File: src/rtl/div_driver.sv
// Stimulus master and multiply-only checker for the Q10.10 fractional divider.
// Optional watchdog on the result wait is enabled by defining DIV_DRV_TIMEOUT_EN.
module div_driver #(
  parameter int unsigned NUM_VECTORS  = 64,
  parameter logic [15:0] SEED         = 16'hACE1,
  parameter int unsigned VALID_CYCLES = 1,
  parameter int unsigned TIMEOUT      = 64
) (
  input  logic        clk,
  input  logic        rst_n,
  input  logic        start,
  output logic        busy,
  output logic        done,
  output logic        dut_in_valid,
  output logic [9:0]  dut_in_data_1,
  output logic [2:0]  dut_in_data_2,
  input  logic        dut_out_valid,
  input  logic [19:0] dut_out_data,
  output logic [15:0] pass_cnt,
  output logic [15:0] fail_cnt,
  output logic        err_flag
);

  typedef enum logic [2:0] {
    S_IDLE,
    S_DRIVE,
    S_WAIT,
    S_CHECK,
    S_GAP,
    S_DONE
  } state_t;

  localparam logic [3:0]  LP_VC_LAST = 4'(VALID_CYCLES - 1);
  localparam logic [15:0] LP_NVEC    = 16'(NUM_VECTORS);
  localparam logic [15:0] LP_TO_LAST = 16'(TIMEOUT - 1);

`ifdef DIV_DRV_TIMEOUT_EN
  localparam bit LP_WDOG_EN = 1'b1;
`else
  localparam bit LP_WDOG_EN = 1'b0;
`endif

  state_t      r_state;
  state_t      w_next;
  logic [15:0] r_lfsr;
  logic [9:0]  r_d1;
  logic [2:0]  r_d2;
  logic [19:0] r_q_p0;
  logic        r_ov_d;
  logic [15:0] r_vec;
  logic [15:0] r_pass;
  logic [15:0] r_fail;
  logic        r_err;
  logic [3:0]  r_vcnt;
  logic [15:0] r_wdog;
  logic        w_rise;
  logic        w_pass;
  logic        w_timeout;
  logic        w_last_vec;

  function automatic logic [15:0] sat_inc(input logic [15:0] v);
    return (v == 16'hFFFF) ? v : v + 16'd1;
  endfunction

  function automatic logic [15:0] lfsr_step(input logic [15:0] v);
    return v[0] ? ((v >> 1) ^ 16'hB400) : (v >> 1);
  endfunction

  function automatic logic [2:0] divisor_of(input logic [2:0] v);
    return (v == 3'd0) ? 3'd1 : v;
  endfunction

  // Q is the floor quotient iff Q*d <= N < (Q+1)*d; no divider needed.
  function automatic logic quotient_ok(input logic [19:0] q, input logic [9:0] dd,
                                       input logic [2:0] dv);
    logic [22:0] n;
    logic [22:0] lo;
    logic [22:0] hi;
    n  = {3'b000, dd, 10'b0};
    lo = {3'b000, q} * {20'b0, dv};
    hi = ({3'b000, q} + 23'd1) * {20'b0, dv};
    return (lo <= n) && (hi > n);
  endfunction

  assign w_rise     = dut_out_valid & ~r_ov_d;
  assign w_pass     = quotient_ok(r_q_p0, r_d1, r_d2);
  assign w_last_vec = (r_vec == LP_NVEC);
  assign w_timeout  = LP_WDOG_EN && (r_state == S_WAIT) && (r_wdog == LP_TO_LAST);

  always_ff @(posedge clk) begin
    if (!rst_n) r_state <= S_IDLE;
    else        r_state <= w_next;
  end

  always_comb begin
    w_next       = r_state;
    busy         = 1'b0;
    done         = 1'b0;
    dut_in_valid = 1'b0;
    case (r_state)
      S_IDLE: begin
        if (start) w_next = S_DRIVE;
      end
      S_DRIVE: begin
        busy         = 1'b1;
        dut_in_valid = 1'b1;
        if (r_vcnt == LP_VC_LAST) w_next = S_WAIT;
      end
      S_WAIT: begin
        busy = 1'b1;
        if (w_rise)         w_next = S_CHECK;
        else if (w_timeout) w_next = S_DONE;
      end
      S_CHECK: begin
        busy   = 1'b1;
        w_next = S_GAP;
      end
      S_GAP: begin
        busy = 1'b1;
        if (!dut_out_valid) w_next = w_last_vec ? S_DONE : S_DRIVE;
      end
      S_DONE: begin
        done = 1'b1;
        if (start) w_next = S_DRIVE;
      end
      default: w_next = S_IDLE;
    endcase
  end

  // Stage p0: quotient capture on the first high cycle of the result strobe.
  always_ff @(posedge clk) begin
    if (r_state == S_WAIT && w_rise) r_q_p0 <= dut_out_data;
  end

  always_ff @(posedge clk) begin
    if (!rst_n) begin
      r_lfsr <= SEED;
      r_d1   <= 10'd0;
      r_d2   <= 3'd0;
      r_ov_d <= 1'b0;
      r_vec  <= 16'd0;
      r_pass <= 16'd0;
      r_fail <= 16'd0;
      r_err  <= 1'b0;
      r_vcnt <= 4'd0;
    end else begin
      r_ov_d <= dut_out_valid;
      case (r_state)
        S_IDLE, S_DONE: begin
          if (start) begin
            r_lfsr <= SEED;
            r_d1   <= SEED[9:0];
            r_d2   <= divisor_of(SEED[12:10]);
            r_vec  <= 16'd0;
            r_pass <= 16'd0;
            r_fail <= 16'd0;
            r_err  <= 1'b0;
            r_vcnt <= 4'd0;
          end
        end
        S_DRIVE: r_vcnt <= r_vcnt + 4'd1;
        S_WAIT: begin
          if (!w_rise && w_timeout) begin
            r_fail <= sat_inc(r_fail);
            r_err  <= 1'b1;
          end
        end
        // Stage p1: verdict on the captured quotient, then advance the sequence.
        S_CHECK: begin
          if (w_pass) begin
            r_pass <= sat_inc(r_pass);
          end else begin
            r_fail <= sat_inc(r_fail);
            r_err  <= 1'b1;
          end
          r_lfsr <= lfsr_step(r_lfsr);
          r_vec  <= r_vec + 16'd1;
        end
        S_GAP: begin
          if (!dut_out_valid && !w_last_vec) begin
            r_d1   <= r_lfsr[9:0];
            r_d2   <= divisor_of(r_lfsr[12:10]);
            r_vcnt <= 4'd0;
          end
        end
        default: ;
      endcase
    end
  end

  // Watchdog is held at zero outside WAIT and whenever the feature is off.
  always_ff @(posedge clk) begin
    if (!rst_n || !LP_WDOG_EN || r_state != S_WAIT) r_wdog <= 16'd0;
    else                                            r_wdog <= r_wdog + 16'd1;
  end

  assign dut_in_data_1 = r_d1;
  assign dut_in_data_2 = r_d2;
  assign pass_cnt      = r_pass;
  assign fail_cnt      = r_fail;
  assign err_flag      = r_err;

endmodule

File: config.mk
export PLATFORM = sky130hd
export DESIGN_NAME = div_driver
export DESIGN_NICKNAME = d
export VERILOG_FILES = /design/src/rtl/div_driver.sv
export SDC_FILE = /design/constraint.sdc
export NUM_CORES = 1
export LEC_CHECK = 0
export ABC_AREA = 1
export CORE_MARGIN = 2
export CORE_UTILIZATION = 45
export DETAILED_ROUTE_END_ITERATION = 7
export GPL_TIMING_DRIVEN = 1
export PLACE_DENSITY = 0.76
export SLEW_MARGIN = 0
export SYNTH_ARGS = -nofsm -noshare
export SYNTH_HDL_FRONTEND = slang
export SYNTH_SLANG_ARGS = --single-unit
File: constraint.sdc
create_clock -name clk -period 4.8 [get_ports clk]
set_clock_uncertainty 0.05 [all_clocks]
set_input_delay 0.72 -clock clk [delete_from_list [all_inputs] [get_ports clk]]
set_output_delay 0.72 -clock clk [all_outputs]
set_load 0.005 [all_outputs]
==> impl_results.md <==
- Vias in the first global route: a little under 10,000
- Final HPWL DP: 20,700 µm
- Hold Path Class: reg -> reg
- Startpoint Class: register
- Number of flops mapped to enable cells by yosys: 20
- Die X: roughly 150 µm
- Post-Syn Area per Cell: roughly 6.5 µm²
- H-tree Lvls: 3
- Setup violators final: 33
- Die height: ~150 µm
- R2R Setup Slk: -750 ps
- Final GP Congestion: approximately 0.95
- Post-route DRC: 0
- Crit path from: r_q_p0[0]$_DFFE_PP_
- Worst setup EP type: register
- Max IR drop VDD: 0.000299 V
- Count of cell types in the netlist: between 40 and 50
- Initial drt markers: ~740
- Worst path required time: 5070 ps
- Layout Cells excl Fill: ~2,000
- Most used cell, CP: nand2_1
- Ys async rst share: 0%
- Unrepaired setup endpoints after global routing: yes
- Most common cell in the netlist: nand2_1
- Hold-fix buffers at CTS: 0
- Failing checks: negative setup slack
- R2R cell count: 40
- Synth cell count leaders: 476 x nand2_1, 282 x inv_1, 130 x nor2_1
- Die Area: 23,300 µm²
- Arrival time at the worst endpoint: approximately 5800 ps
- Dpl ws: -443 ps
- Post-layout min period: 5550 ps
- Post-Syn Nets: 1,676
- Layout cells sized above 1: 21.1%
- Slowest cell on crit path: fa_1
- Worst reg2reg startpoint: r_q_p0[0]$_DFFE_PP_
- Seq cells post-synth: ~110
- Syn. warnings: 0
- Antenna diode count: 0
- Clock Sinks: around 110
- Cell count after synthesis: 1,541
- Hold slack: ~400 ps
- Slowest cell delay on critical path: around 630 ps
- First-pass iteration count of the detailed router: 7
- IO Count: 73
- Critical path fanouts, max: 5
- Synth top area share: between 15 and 20%
- Critical path type: reg -> reg
- PD cells: approximately 440 nW/µm²
- Largest cells by area after synthesis: nand2_1 18%, dfxtp_1 17%, inv_1 11%
- Clock Pin Slew Worst Setup and Hold Paths: 90 ps
- TritonCTS clock tree: built
- Core area: approximately 22,000 µm²
- Port Buffers: 72
- Worst-Margin Slew: between 600 and 700 ps
- Setup TNS: -22,390 ps
- First-pass GRT wire length: approximately 46,000 µm
- DRT Wirelength: between 30,000 and 40,000 µm
- Worst setup margin: -755 ps
- Routed WL per cell: between 15 and 20 µm
- Max-slew violations: 0
- Crit path to: fail_cnt[15]$_SDFFE_PN0P_
- Relative slew slack: roughly 55%
- Clock latency at the later pin of the worst-skew pair: about 370 ps
- Sequential area share after synthesis: between 20% and 30%
- Clk buf depth: 2
- Synth Flop Type: dfxtp_1
- Fmax: approximately 0.18 GHz
- Leading area contributor after synthesis: nand2_1
- Placed cell count: 1,979
- Area growth from synthesis to layout: 33.6%
- FF-to-FF End: fail_cnt[15]$_SDFFE_PN0P_
- MaxCap Viol Count: 0
- Initial core utilization: ~46%
- Vias per std cell: ~5.3
- Pleak: 6.61 nW
- Initial antenna violation count: 0
- Final Cycle Share: 116%
- Nets: 1,883
- CTS Buf Count: 9
- Synthesized area: approximately 10000 µm²
- Final core area utilization: roughly three fifths
- Total grt overflow: 0
- Final hold violation count: 0
- Largest net degree at the start of global routing: between 60 and 70
- Total GRT Usage: between 20% and 30%
- Via Count: between 10,000 and 15,000
- Antenna Nets Post-Route: 0
- Status: finished, violations left
- Core Rows: between 50 and 60
- CTS root buffer: clkbuf_16
report_power, final:
part           internal (mW)  total [mW]  switching [mW]
combinational           1.62        3.77            2.15
clock                  0.380       0.803           0.423
sequential              1.07        1.27           0.195
metrics by stage:
| stage | instance area, µm² | total power, mW |
|---|---|---|
| 2_1_floorplan | 10000 | 3.27 |
| 3_3_place_gp | 11900 | 4.32 |
| 3_5_place_dp | 11900 | 4.40 |
| 4_1_cts | 12700 | 5.39 |
| 5_1_grt | 13300 | 6.27 |
| 6_report | 13300 | 5.84 |
cell usage in the layout (no fill, tap or decap), drive strengths merged, types with 11 or more instances in the layout:
master / count
ha: 72
o22ai: 20
clkdlybuf4s50: 71
nor2: 152
buf: 165
edfxtp: 20
a31oi: 11
xnor2: 14
a21oi: 63
nor3: 17
nand2: 495
o21ai: 39
dfxtp: 86
fa: 39
clkbuf: 11
inv: 286
nand3: 84
xor2: 28
nand4: 34
critical path, delay by kind of cell (launching register included):
family | cells | cell delay [ps]
and+or+nand+nor | 21 | 1870
buffers and inverters | 11 | 1210
adders and majority gates | 3 | 1210
DFF | 1 | 470
AOI/OAI and AO/OA | 3 | 390
xor gates and xnor gates | 2 | 310
state kept, by name, indices dropped and copies added, names as in the netlist, 3 cells and up:
name / flops
r_state: 3
pass_cnt: 16
r_vcnt: 4
dut_in_data_2: 3
r_q_p0: 20
fail_cnt: 16
r_lfsr: 16
r_vec: 16
dut_in_data_1: 10
cell type report:
class / instances / area, µm²
flip-flops and latches: 106 / 2320
multi-input cells: 1111 / 7140
fillers: 1858 / 8440
repair buffers: 238 / 2130
clock inverters: 7 / 86.3
well taps: 280 / 350
clock buffers: 9 / 225
inverters: 282 / 1060
timing repair:
action,CTS,global route
endpoints found under the hold margin,0,0
pin swaps,30,64
setup endpoints to repair,33,33
gates cloned,2,2
buffers inserted,19,16
resized for setup,67,108
how the worst min path moves through the flow:
stage / cells past startpoint / startpoint / endpoint / slack [ps]
after floorplan: 1 / r_vec[15]$_SDFFE_PN0P_ / r_vec[15]$_SDFFE_PN0P_ / 360
after global placement: 1 / r_vec[15]$_SDFFE_PN0P_ / r_vec[15]$_SDFFE_PN0P_ / 370
after detailed placement: 1 / r_vec[15]$_SDFFE_PN0P_ / r_vec[15]$_SDFFE_PN0P_ / 390
after CTS: 1 / r_vec[15]$_SDFFE_PN0P_ / r_vec[15]$_SDFFE_PN0P_ / 400
after global routing: 1 / r_vec[15]$_SDFFE_PN0P_ / r_vec[15]$_SDFFE_PN0P_ / 420
final: 1 / r_vec[15]$_SDFFE_PN0P_ / r_vec[15]$_SDFFE_PN0P_ / 400
routing by layer:
metal	vias up	GRT usage [%]	routed length [µm]
met4	0	7.72	1210
met1	5051	30.6	12800
met3	87	4.18	2070
met2	432	40.7	15100
li1	5232	-	-
met5	-	0	0
logic make-up after synthesis:
group | share of synthesized area, %
AND/OR/NAND/NOR | 34.6
buffers and inverters | 12.8
AO/OA/AOI/OAI | 8.70
adder cells (fa/ha/maj) | 16.9
flip-flops | 23.3
XOR/XNOR | 3.69
Note: power is estimated with default switching activity, not from simulation.
